<file path="config.mk">
export PLATFORM = sky130hd
export DESIGN_NAME = queue_bcd_scan
export DESIGN_NICKNAME = d
export VERILOG_FILES = /design/src/rtl/queue_bcd_scan.sv
export SDC_FILE = /design/constraint.sdc
export NUM_CORES = 1
export LEC_CHECK = 0
export CAP_MARGIN = 20
export CORE_UTILIZATION = 49
export DETAILED_ROUTE_END_ITERATION = 10
export PLACE_DENSITY = 0.73
export SYNTH_ARGS = -nofsm -noshare
export SYNTH_HDL_FRONTEND = slang
export SYNTH_SLANG_ARGS = --single-unit
</file>
<file path="constraint.sdc">
create_clock -name clk -period 5.64 [get_ports clk]
set_input_delay 1.128 -clock clk [delete_from_list [all_inputs] [get_ports clk]]
set_output_delay 1.128 -clock clk [all_outputs]
set_load 0.05 [all_outputs]
</file>
<file path="src/rtl/queue_bcd_scan.sv">
// Queue head-count: two sensor lines feed a saturating 2-digit BCD counter,
// which is time-multiplexed onto a single 4-bit digit bus with one-hot enables.
module queue_bcd_scan #(
   parameter int REFRESH_DIV = 50000,
   parameter int MAX_COUNT   = 99,
   parameter bit BLANK_LZ    = 1'b1
) (
   input  logic       clk,
   input  logic       rst_n,
   input  logic       inc_in,
   input  logic       dec_in,
   input  logic       clr,
   output logic       dig_a,
   output logic       dig_b,
   output logic       dig_c,
   output logic       dig_d,
   output logic [1:0] digit_en,
   output logic [7:0] count_bcd,
   output logic       full,
   output logic       empty
);

   localparam int            CW       = (REFRESH_DIV > 1) ? $clog2(REFRESH_DIV) : 1;
   localparam logic [CW-1:0] TERM     = CW'(REFRESH_DIV - 1);
   localparam logic [7:0]    MAX_BCD  = {4'(MAX_COUNT / 10), 4'(MAX_COUNT % 10)};

   function automatic logic [7:0] bcd_inc(input logic [7:0] v);
      if (v[3:0] == 4'd9) begin
         return {v[7:4] + 4'd1, 4'd0};
      end else begin
         return {v[7:4], v[3:0] + 4'd1};
      end
   endfunction

   function automatic logic [7:0] bcd_dec(input logic [7:0] v);
      if (v[3:0] == 4'd0) begin
         return {v[7:4] - 4'd1, 4'd9};
      end else begin
         return {v[7:4], v[3:0] - 4'd1};
      end
   endfunction

   logic          inc_s1_r, inc_s2_r, inc_s3_r;
   logic          dec_s1_r, dec_s2_r, dec_s3_r;
   logic          inc_edge_s, dec_edge_s;
   logic [7:0]    count_r, count_next_s;
   logic          full_r, empty_r;
   logic [CW-1:0] refresh_r, refresh_next_s;
   logic          sel_r, sel_next_s;
   logic [3:0]    dig_r, dig_next_s;
   logic [1:0]    en_r, en_next_s;

   assign inc_edge_s = inc_s2_r & ~inc_s3_r;
   assign dec_edge_s = dec_s2_r & ~dec_s3_r;

   // Two-flop synchronizers plus one history flop per sensor for edge detection
   always_ff @(posedge clk or negedge rst_n) begin
      if (!rst_n) begin
         inc_s1_r <= 1'b0;
         inc_s2_r <= 1'b0;
         inc_s3_r <= 1'b0;
         dec_s1_r <= 1'b0;
         dec_s2_r <= 1'b0;
         dec_s3_r <= 1'b0;
      end else begin
         inc_s1_r <= inc_in;
         inc_s2_r <= inc_s1_r;
         inc_s3_r <= inc_s2_r;
         dec_s1_r <= dec_in;
         dec_s2_r <= dec_s1_r;
         dec_s3_r <= dec_s2_r;
      end
   end

   // Next count: clear wins, coincident edges cancel, otherwise saturate at either end
   always_comb begin
      count_next_s = count_r;
      if (clr) begin
         count_next_s = 8'h00;
      end else if (inc_edge_s && dec_edge_s) begin
         count_next_s = count_r;
      end else if (inc_edge_s) begin
         if (count_r == MAX_BCD) begin
            count_next_s = count_r;
         end else begin
            count_next_s = bcd_inc(count_r);
         end
      end else if (dec_edge_s) begin
         if (count_r == 8'h00) begin
            count_next_s = count_r;
         end else begin
            count_next_s = bcd_dec(count_r);
         end
      end else begin
         count_next_s = count_r;
      end
   end

   // Slot timer: sel flips on the cycle the refresh counter wraps
   always_comb begin
      refresh_next_s = refresh_r;
      sel_next_s     = sel_r;
      if (refresh_r == TERM) begin
         refresh_next_s = '0;
         sel_next_s     = ~sel_r;
      end else begin
         refresh_next_s = refresh_r + CW'(1);
         sel_next_s     = sel_r;
      end
   end

   // Digit bus and enable derive from next-state values so both move on one edge
   always_comb begin
      dig_next_s = count_next_s[3:0];
      en_next_s  = 2'b01;
      case (sel_next_s)
         1'b0: begin
            dig_next_s = count_next_s[3:0];
            en_next_s  = 2'b01;
         end
         1'b1: begin
            dig_next_s = count_next_s[7:4];
            if (BLANK_LZ && (count_next_s[7:4] == 4'd0)) begin
               en_next_s = 2'b00;
            end else begin
               en_next_s = 2'b10;
            end
         end
         default: begin
            dig_next_s = 4'h0;
            en_next_s  = 2'b00;
         end
      endcase
   end

   // Count, flags, scan state and display registers
   always_ff @(posedge clk or negedge rst_n) begin
      if (!rst_n) begin
         count_r   <= 8'h00;
         full_r    <= 1'b0;
         empty_r   <= 1'b1;
         refresh_r <= '0;
         sel_r     <= 1'b0;
         dig_r     <= 4'h0;
         en_r      <= 2'b01;
      end else begin
         count_r   <= count_next_s;
         full_r    <= (count_next_s == MAX_BCD);
         empty_r   <= (count_next_s == 8'h00);
         refresh_r <= refresh_next_s;
         sel_r     <= sel_next_s;
         dig_r     <= dig_next_s;
         en_r      <= en_next_s;
      end
   end

   assign {dig_a, dig_b, dig_c, dig_d} = dig_r;
   assign digit_en  = en_r;
   assign count_bcd = count_r;
   assign full      = full_r;
   assign empty     = empty_r;

endmodule
</file>
* After elaboration in Yosys (flattened, before gate mapping)
Index checks and enable logic that the tools add are counted.
W data, S select, Z words.
** Word-level totals
- Output and inout port bits :: 16
- Input port bits :: 5
- Memories :: 0
- Flip-flop bits (word level) :: 39
- Logic and storage cells :: 46
- Bits in read-only memories :: 0
- Latch bits :: 0
- Memory bits (writable) :: 0
** Operators by class
- Add/sub/neg operators :: 5
- Multiply operators :: 0
- Reductions and logical operators :: 5
- Bitwise gates (word level) :: 6
- Magnitude comparators :: 0
- Mux-type cells :: 13
- Equal/unequal tests :: 4
- Shifts and indexed selects :: 0
- Divide/modulo/power cells :: 0
** Operators with widths (number)
- $mux W8 :: 8
- $add A16 B1 Y16 const B :: 1
- $eq A16 B16 Y1 const B :: 1
- $eq A8 B8 Y1 const B :: 2
- $logic_not A8 Y1 :: 2
- $mux W16 :: 1
- $add A4 B1 Y4 const B :: 2
- $logic_not A4 Y1 :: 2
- $pmux W4 S2 :: 1
- $sub A4 B1 Y4 const B :: 2
- $eq A4 B4 Y1 const B :: 1
- $not A1 Y1 :: 4
- $pmux W2 S2 :: 1
- $and A1 B1 Y1 :: 2
- $mux W2 :: 1
- $logic_and A1 B1 Y1 :: 1
- $mux W1 :: 1

* Longest topological paths before layout
Gate-level depths: netlist of the first run.
- Depth after elaboration :: 10
- Depth in mapped cells :: 8
- Gate-level depth less buffers :: 8

* Least setup slack after synthesis of the first run
OpenSTA, ideal clock, no wires.
- Path kind :: flip-flop to flip-flop
- Start point :: register count_r[4], in the netlist count_bcd[4]
- End point :: register empty_r, in the netlist empty
- Arrival :: 2.499 ns
- Path buffers :: 0
- Library setup time :: 0.088 ns
- Required time :: 5.552 ns
- Slack :: 3.053 ns
- Stages on the path, launching flop included :: 9
- Period minus slack after synthesis :: 2.587 ns
- Cell sequence :: dfrtp_1 > inv_1 > ha_1 > nor3b_1 > nor4b_4 > a211o_2 > a21oi_2 > or4_4 > nor4_4
** Between the ends
- Longest elaborated chain between the ends :: 8
- Elaborated cells between the ends (all ways) :: 13
- Those cells by class :: add/sub (2); eq/ne (1); mux (8); reduce/logical (2)
** Ends and longest elaborated chain
- start: declaration :: line 46 : logic [7:0] count_r, count_next_s;
- start signal: assignment :: line 147 : count_r <= count_next_s;
- $sub A4 B1 Y4 :: line 37 : return {v[7:4] - 4'd1, 4'd9};
- $mux W8 :: line 36 : if (v[3:0] == 4'd0) begin
- $mux W8 :: line 89 : if (count_r == 8'h00) begin
- $mux W8 :: line 88 : end else if (dec_edge_s) begin
- $mux W8 (*) :: line 82 : end else if (inc_edge_s) begin
- $mux W8 (*) :: line 80 : end else if (inc_edge_s && dec_edge_s) begin
- $mux W8 (*) :: line 78 : if (clr) begin
- via count_next_s[5] :: line 46
- $logic_not A8 Y1 (*) :: line 149 : empty_r <= (count_next_s == 8'h00);
- end signal: assignment :: line 149
- end: declaration :: line 47 : logic full_r, empty_r;
Mark *: on every way through the listed nets, which the timed path passes. The rest lies on a longest branch.

* Final worst setup path of the first run
- Start point :: register count_r[2], in the netlist count_bcd[2]
- End point :: output count_bcd[2]
** RTL lines
- end: declaration :: line 18 : output logic [7:0] count_bcd,
No word-level cell between the ends.

==> flow_metrics.py, run 1 <==
metrics = {
    "synthesis": {
        "synth_top_cells_by_area": "dfrtp_1, ha_1, xor2_1",
        "synth.distinct_cells": 50,
        "netlist_area_sq_um": 2030,
        "async_flop_share_pct": 100,
        "syn-mean-instance-area_sq_um": 10.7,
        "synth_most_common_cell": "dfrtp_1",
        "synth_top_family_by_area": "simple AND/OR/NAND/NOR gates",
        "synth_commonest_cells": "dfrtp_1, nand2_1, nor2_1",
        "synth_edf_count": 0,
        "netlist.area_leader.share_pct": 45.7,
        "synthAdderAreaFrac_pct": 4.94,
        "synth_xor_xnor_area_share_pct": 6.05,
        "synthCells": 189,
        "synth-compound-area-share_pct": 11.2,
        "synth_nets": 202,
        "synth-simple-area-share_pct": 23.3,
        "ys_ff_latch": 39,
        "ys.warnings.count": 0,
        "muxShareOfSynthArea_pct": 2.66,
        "yosysSeqAreaShare_pct": 48.3,
        "ys.flop_type": "dfrtp_1",
        "synth_top_cell_by_area": "dfrtp_1",
    },
    "timing": {
        "period_share_pct": 51.1,
        "hold_viol": 0,
        "fmax_ghz": 0.347,
        "worst_clock_skew_ns": 0.00249,
        "finalSetupViolCount": 0,
        "fin_crit_ns": 2.88,
        "slew_viol_final": 0,
        "setup-tns-final_ns": 0,
        "timing.slew.headroom_pct": 40.7,
        "setup_slack_ns": 2.76,
        "rsz0062_at_grt": "false",
        "worst_pin_slew_ns": 0.888,
    },
    "clock_tree": {
        "path_clk_slew_ns": 0.07,
        "cts_setup_buffers": 0,
        "clock_sinks": 39,
        "clk_latency_ns": 0.28,
        "h-tree-depth": 2,
        "cts_buffer_depth": 2,
        "cts_buffers": 5,
        "cts_resized": 0,
        "ctsHoldBuffers": 0,
        "cts-root-buf": "clkbuf_8",
        "cts_tree": "built",
    },
    "global_route": {
        "antenna_found_initial": 0,
        "grt_first_pass_wirelength_um": 7090,
        "gr-total-overflow": 0,
        "grt_use_total_pct": 21.8,
        "grt_start_max_net_pins": 40,
        "grt_pass1_vias": 1505,
    },
    "placement": {
        "io_buffers": 20,
        "hpwl_um": 2900,
        "place_inst": 253,
        "place_ws_ns": 2.67,
        "place.gp.congestion": 0.844,
        "dpl_cell_area_sq_um": 2240,
    },
    "floorplan": {
        "initial_utilization_pct": 51.0,
        "die_area_sq_um": 4400,
        "dieWidth_um": 66.3,
        "core-area_sq_um": 3970,
        "die_h_um": 66.3,
        "io_pins": 21,
        "num_rows": 23,
    },
    "routing": {
        "ant_nets": 0,
        "via_count": 1533,
        "wl_um": 4020,
        "drtIter0Drc": 84,
        "remaining_drc_errors": 0,
        "vias_per_cell": 5.87,
        "drtPass1Iterations": 4,
        "wl_per_cell_um": 15.4,
    },
    "pwr": {
        "power_mw": 0.584,
        "leakagePower_nw": 0.984,
        "power.density_nw_per_um2": 250,
        "peakVddDrop_v": 0.000204,
    },
    "setup_path": {
        "critPathSlowestCell": "clkdlybuf4s50_1",
        "crit_buf_inv": 1,
        "worst_setup_path_end_kind": "output pin",
        "critPathRequiredTime_ns": 4.51,
        "crit_family": "buffers and inverters",
        "critPathMaxStageDelay_ns": 0.88,
        "critPathLaunchType": "register",
        "worstPathArrival_ns": 1.75,
        "cp_cell_sequence": "clkdlybuf4s50_1",
        "path_class": "register to output pin",
        "crit_fanout": 12,
    },
    "final_layout": {
        "diodes": 0,
        "stdcell_area_sq_um": 2330,
        "num-fill-cells": 332,
        "fin_cells": 261,
        "drive_gt1_share_pct": 10.9,
        "final_nets": 223,
        "synthToLayoutAreaGrowth_pct": 15.3,
    },
    "run": {
        "drv_cap": 0,
    },
    "hold_path": {
        "hold_path_class": "register to register",
    },
    "outcome": {
        "status": "complete, no violations",
    },
}
-- placed cells by master (no fill, tap or decap), drive strengths merged, types with 6 or more instances in the layout --
cell and count:
xor2 8, nand2 13, inv 8, dfrtp 37, clkbuf 7, nand3 9, nor2 12, o21ai 11
clkdlybuf4s50 19, nor3 8, ha 8, xnor2 6
-- flip-flops by register name, indices dropped and copies added (netlist names), 2 cells and up --
name       cells
dig_r          4
refresh_r     16
count_bcd      8
digit_en       2
-- routing by layer --
metal | up-vias | part of all wire [%] | global-route usage (%)
met5 | - | 0 | 0
met4 | 0 | 2.6 | 9.84
met3 | 15 | 5.5 | 5.86
met2 | 51 | 47 | 34.6
met1 | 749 | 45 | 27.7
li1 | 718 | - | -
-- kinds of logic after synthesis --
logic type | Yosys count
and+or+nand+nor | 76
DFF | 39
AOI/OAI and AO/OA | 33
xor gates and xnor gates | 14
buffers and inverters | 14
adders and majority gates | 8
muxes | 5
-- path summary, 6_finish.rpt --
path | startpoint | end | slack [ns] | depth (start not counted)
hold reg to reg | dec_s1_r$_DFF_PN0_ | dec_s2_r$_DFF_PN0_ | 0.36 | 0
setup / recovery | count_bcd[2]$_DFF_PN0_ | count_bcd[2] | 2.76 | 1
setup reg to reg | count_bcd[1]$_DFF_PN0_ | empty$_DFF_PN1_ | 2.96 | 8
min in group asynchronous | rst_n | dig_r[2]$_DFF_PN0_ | 0.93 | 1
hold / removal | dec_s1_r$_DFF_PN0_ | dec_s2_r$_DFF_PN0_ | 0.36 | 0
max in group asynchronous | rst_n | refresh_r[1]$_DFF_PN0_ | 4.21 | 1
-- through the flow --
| stage | utilization (%) | hold WS (ns) |
|---|---|---|
| final | 58.8 | 0.358 |
| after global routing | 58.8 | 0.363 |
| after CTS | 58.8 | 0.362 |
| after detailed placement | 56.5 | 0.344 |
| after global placement | 56.5 | 0.339 |
| after floorplan | - | 0.331 |
-- cell type report --
type                            instances  area, sq um  share of cell area [%]
Multi-Input combinational cell        136          977                    41.9
Inverter                                8         30.0                    1.29
Clock buffer                            7         86.3                    3.70
Tap cell                               50         62.6                    2.68
Clock inverter                          1         5.00                   0.214
Sequential cell                        39          978                    41.9
Timing Repair Buffer                   20          195                    8.36
-- report_power, final --
group / switching (mW) / internal (mW)
sequential: 0.0107 / 0.290
clock: 0.0890 / 0.0985
combinational: 0.0600 / 0.0359
total: 0.160 / 0.424
(Power assumes the default switching activity.)
==> inputs of run 2 (changes only) <==
Clock period 5.64 ns to 2.7 ns, I/O delays scaled along.
==> run 2 against run 1 <==
Clock skew grew 0.0043 ns; routed wire length grew 5.6%; sequential power grew 110%; non-clock buffer count grew 9; design area grew 4.0%; die area is the same; critical path type is now register to register; largest cell class unchanged.
==> flow_metrics.py, run 2 (synthesis results as in run 1) <==
metrics = {
    "outcome": {
        "status": "complete, no violations",
    },
    "pwr": {
        "leakagePower_nw": 1.03,
        "p_sw_share_pct": 26.9,
        "seq_power_share_pct": 47.5,
        "intPower_mw": 0.964,
        "switching_power_mw": 0.355,
        "p_comb_share_pct": 16.0,
        "peakVddDrop_v": 0.000399,
        "power.density_nw_per_um2": 543,
        "power_frac_clock_pct": 36.5,
    },
    "floorplan": {
        "io_pins": 21,
        "die_h_um": 66.3,
        "core-area_sq_um": 3970,
        "die_area_sq_um": 4400,
        "num_rows": 23,
        "dieWidth_um": 66.3,
        "initial_utilization_pct": 51.0,
    },
    "setup_path": {
        "critPathRequiredTime_ns": 2.91,
        "path_class": "register to register",
        "critPathLaunchType": "register",
        "crit_family": "simple AND/OR/NAND/NOR gates",
        "crit_buf_inv": 1,
        "critPathSlowestCell": "or4_4",
        "cp_cell_sequence": "inv_1, ha_2, nor3b_4, nor4b_4, a211o_2, a21oi_2, or4_4, nor4_4",
        "crit_start": "count_bcd[1]$_DFF_PN0_",
        "r2r_start": "count_bcd[1]$_DFF_PN0_",
        "worstPathArrival_ns": 2.75,
        "critPathMaxStageDelay_ns": 0.56,
        "worst_setup_path_end_kind": "register",
        "crit_fanout": 8,
    },
    "placement": {
        "hpwl_um": 3200,
        "place.gp.congestion": 0.927,
        "io_buffers": 20,
    },
    "clock_tree": {
        "clock_sinks": 39,
        "h-tree-depth": 2,
        "clk_latency_ns": 0.29,
        "cts_buffer_depth": 2,
        "cts-root-buf": "clkbuf_8",
        "ctsHoldBuffers": 0,
        "path_clk_slew_ns": 0.08,
        "cts_tree": "built",
        "cts_buffers": 5,
    },
    "timing": {
        "fmax_ghz": 0.393,
        "worst_clock_skew_ns": 0.00684,
        "period_share_pct": 94.2,
        "hold_viol": 0,
        "timing.slew.headroom_pct": 43.8,
        "finalSetupViolCount": 0,
        "fin_crit_ns": 2.54,
        "worst_pin_slew_ns": 0.843,
        "setup-tns-final_ns": 0,
        "slew_viol_final": 0,
        "rsz0062_at_grt": "false",
    },
    "global_route": {
        "grt_first_pass_wirelength_um": 7360,
        "gr-total-overflow": 0,
        "antenna_found_initial": 0,
        "grt_use_total_pct": 22.6,
        "grt_pass1_vias": 1572,
        "grt_start_max_net_pins": 40,
    },
    "routing": {
        "wl_um": 4250,
        "drtIter0Drc": 156,
        "wl_per_cell_um": 15.7,
        "remaining_drc_errors": 0,
        "ant_nets": 0,
        "via_count": 1546,
        "drtPass1Iterations": 4,
        "vias_per_cell": 5.73,
    },
    "final_layout": {
        "final_util_pct": 61.2,
        "seqCellArea_sq_um": 981,
        "num-fill-cells": 334,
        "synthToLayoutAreaGrowth_pct": 19.9,
        "regMostFlops": "refresh_r",
        "diodes": 0,
        "multi_input_area_sq_um": 980,
        "final_nets": 232,
        "drive_gt1_share_pct": 16.4,
        "final_cell_mix": "dfrtp_1, clkdlybuf4s50_1, nand2_1, nor2_1, o21ai_0",
        "mostFrequentLayoutCell": "dfrtp_1",
        "largest_reg_flops": 16,
    },
    "run": {
        "drv_cap": 0,
    },
    "hold_path": {
        "hp-start": "inc_s1_r$_DFF_PN0_",
        "hold_path_class": "register to register",
    },
}
==> run 2: cell count changes in the layout (fill, tap and decap cells not counted), sizes merged <==
cell	delta
buf	+9
clkinv	+1
bufinv	+1
clkbuf	-2
==> run 2: power by group through the flow <==
| stage | Sequential (mW) | Combinational, mW | Clock, mW |
|---|---|---|---|
| after floorplan | 0.682 | 0.0925 | 0 |
| after global placement | 0.636 | 0.204 | 0 |
| after detailed placement | 0.638 | 0.206 | 0 |
| after CTS | 0.626 | 0.206 | 0.495 |
| after global routing | 0.630 | 0.226 | 0.516 |
| final | 0.627 | 0.211 | 0.482 |
==> run 2: what timing repair did <==
action / CTS / global route
endpoints found under the hold margin: 0 / 0
setup buffers: 0 / 1
gates resized for setup: 0 / 3
endpoints found under the setup margin: 0 / 3
==> run 2: routing by layer <==
| metal | part of all wire (%) | GRT usage (%) | routed length [um] |
|---|---|---|---|
| met1 | 47 | 29.6 | 1980 |
| met2 | 47 | 36.9 | 2010 |
| met3 | 4.5 | 4.14 | 190 |
| met4 | 1.5 | 9.04 | 63 |
| met5 | 0 | 0 | 0 |
==> run 2: per-stage QoR <==
step	total power [mW]	hold WS (ns)	worst slack (ns)	instances	cell area [sq um]
after global routing	1.37	0.367	0.0173	270	2430
after floorplan	0.775	0.244	0.113	189	2030
after detailed placement	0.843	0.336	0.0938	261	2300
after CTS	1.33	0.347	0.0602	269	2420
after global placement	0.841	0.336	0.0858	261	2300
final	1.32	0.342	0.155	270	2430
==> run 2: worst paths after layout <==
check / to / slack (ns) / depth (start not counted)
min in group asynchronous: refresh_r[8]$_DFF_PN0_ / 0.35 / 1
worst min register to register: inc_s2_r$_DFF_PN0_ / 0.34 / 0
worst min-delay path: inc_s2_r$_DFF_PN0_ / 0.34 / 0
max in group asynchronous: count_bcd[0]$_DFF_PN0_ / 1.77 / 1
worst max-delay path: empty$_DFF_PN1_ / 0.16 / 8
worst max register to register: empty$_DFF_PN1_ / 0.16 / 8
==> run 2: cell type report <==
class,instances,share of cell area (%)
Sequential cell,39,40.4
Multi-Input combinational cell,136,40.3
Timing Repair Buffer,29,10.8
Clock buffer,5,2.83
Tap cell,50,2.58
Clock inverter,3,1.80
Inverter,8,1.24
==> variant: new RTL, flow settings as in run 2 <==
Change the parameter `BLANK_LZ` from 1'b1 to 1'b0.
--- a/src/rtl/queue_bcd_scan.sv
+++ b/src/rtl/queue_bcd_scan.sv
@@ -4,5 +4,5 @@
    parameter int REFRESH_DIV = 50000,
    parameter int MAX_COUNT   = 99,
-   parameter bit BLANK_LZ    = 1'b1
+   parameter bit BLANK_LZ    = 1'b0
 ) (
    input  logic       clk,
Behaviour: same outputs for any inputs over 10 cycles, from zero or initial values and one cycle with rst_n low; that may be too few to reach the edited logic, so the function may still have changed.
==> variant against run 2 <==
- utilization up 0.63 points
- synthesized area down 2.5%
- hold slack better by 0.014 ns
- worst setup slack better by 0.056 ns
- final area down 4.1%
- power down 8.8%
- routed wire length down 5.8%
- non-clock buffer count down 6
- combinational power down 3%
- sequential cell count down 1
- die area down 2.4%
- first-iteration DRC count up 0.64%
- largest cell class is now multi-input gates
==> variant: results (changes against run 2) <==
Global routing
  – First-pass GRT wire length: 7090 um (-3.7%)
  – Total GRT Usage: 0.225 (-0.00121)
  – Pin count of the biggest net entering global routing: 39 (-2.5%)

Timing
  – Worst Max-Slew Pin Slew: 0.749 ns (-0.0939 ns)
  – Worst clock skew: 0.00456 ns (-0.00227 ns)

Critical path
  – CP Data Arrival Time: 2.68 ns (-0.07 ns)
  – Crit-path max cell delay: 0.52 ns (-0.04 ns)
  – Reg2Reg Setup Slack: 0.21 ns (+0.06 ns)
  – CP max-delay cell: or3b_2
  – Critical path capture point: full

Routing
  – Met1 Wirelength: 1660 um (-16%)
  – WL met2: 2110 um (+5.0%)
  – Drt total wl: 4000 um (-5.8%)
  – Vias per cell: 5.68 (-0.88%)
  – Initial DRC count: 157 (+0.64%)
  – Met3 wire len: 139 um (-27%)

Synthesis
  – Post-Synth XOR/XNOR Area: 0.0703 (+0.00977)
  – Top cells by count, synth: dfrtp_1 (36), nor2_1 (19), nand2_1 (13), nand3_1 (11), xor2_1 (9)
  – Post-synthesis mux area share: 0.0222 (-0.00439)
  – Synth Area in Compound Gates: 0.115 (+0.00285)
  – Register area share after synthesis: 0.483 (about the same)
  – Cells after Synth: 191 (+1.1%)
  – Largest cells by area after synthesis: dfrtp_1 (46%), ha_1 (5.1%), xor2_1 (4.0%), nor2_1 (3.6%), nand3_1 (2.8%)

Placed design
  – Post-Place Cells: 254 (-2.7%)
  – RD Place Congestion: 0.904 (-2.5%)
  – Hpwl dp: 2910 um (-8.9%)

Power
  – Worst vdd ir: 0.358 mV (-10%)
  – Leakage Power: 1.03 nW (-0.29%)

Finish
  – # nets final: 226 (-2.6%)
  – Fillers: 307 (-8.1%)
  – Layout cell share with drive strength beyond 1: 0.126 (-0.0375)

Outcome
  – Status: completed

Hold path
  – Hold Path Origin: dec_s1_r
## variant: cell count changes after synthesis, moves of 3 or more
cell             run 2  this run
and4_1               5         0
o21ai_0             11         8
nor3_1               7         3
clkbuf_1             1         4
nor4_1               1         4
nor2_1              12        19
## variant: routing by layer
layer,vias to the layer above,GRT usage
li1,726,-
met1,713,0.266
met2,40,0.379
met3,8,0.0573
met4,0,0.111
met5,-,0
## variant: power breakdown
| part | internal [mW] | leakage, nW | switching (mW) | total (mW) |
|---|---|---|---|---|
| Combinational | 0.0743 | 0.492 | 0.130 | 0.204 |
| Sequential | 0.590 | 0.490 | 0.0195 | 0.610 |
| Clock | 0.206 | 0.0482 | 0.184 | 0.389 |
## variant: cell type report
class                           instances  area share
Multi-Input combinational cell        137       0.417
Sequential cell                        38       0.409
Timing Repair Buffer                   23      0.0956
Clock buffer                            7      0.0371
Tap cell                               48      0.0258
Inverter                                8      0.0129
Clock inverter                          1     0.00215
## variant: critical path, delay by kind of cell, from the launching register on
| kind | cells | cell delay, ns |
|---|---|---|
| AO/OA/AOI/OAI | 2 | 0.34 |
| adder cells (fa/ha/maj) | 1 | 0.27 |
| buffers and inverters | 1 | 0.18 |
| flip-flops | 1 | 0.43 |
| AND/OR/NAND/NOR | 4 | 1.18 |
## variant: per-stage QoR
stage	hold slack [ns]	util	total power, mW	setup slack, ns	area, um^2
after global placement	0.333	0.589	0.813	0.323	2220
final	0.356	0.618	1.20	0.211	2330
after CTS	0.361	0.613	1.21	0.121	2310
after global routing	0.371	0.618	1.27	0.00376	2330
after detailed placement	0.346	0.589	0.819	0.169	2220
after floorplan	0.244	-	0.749	0.185	1980
## variant: repair_timing
item / in CTS / in global routing
setup endpoints to repair: 0 / 2
resized for setup: 0 / 3
hold buffers: 0 / 0
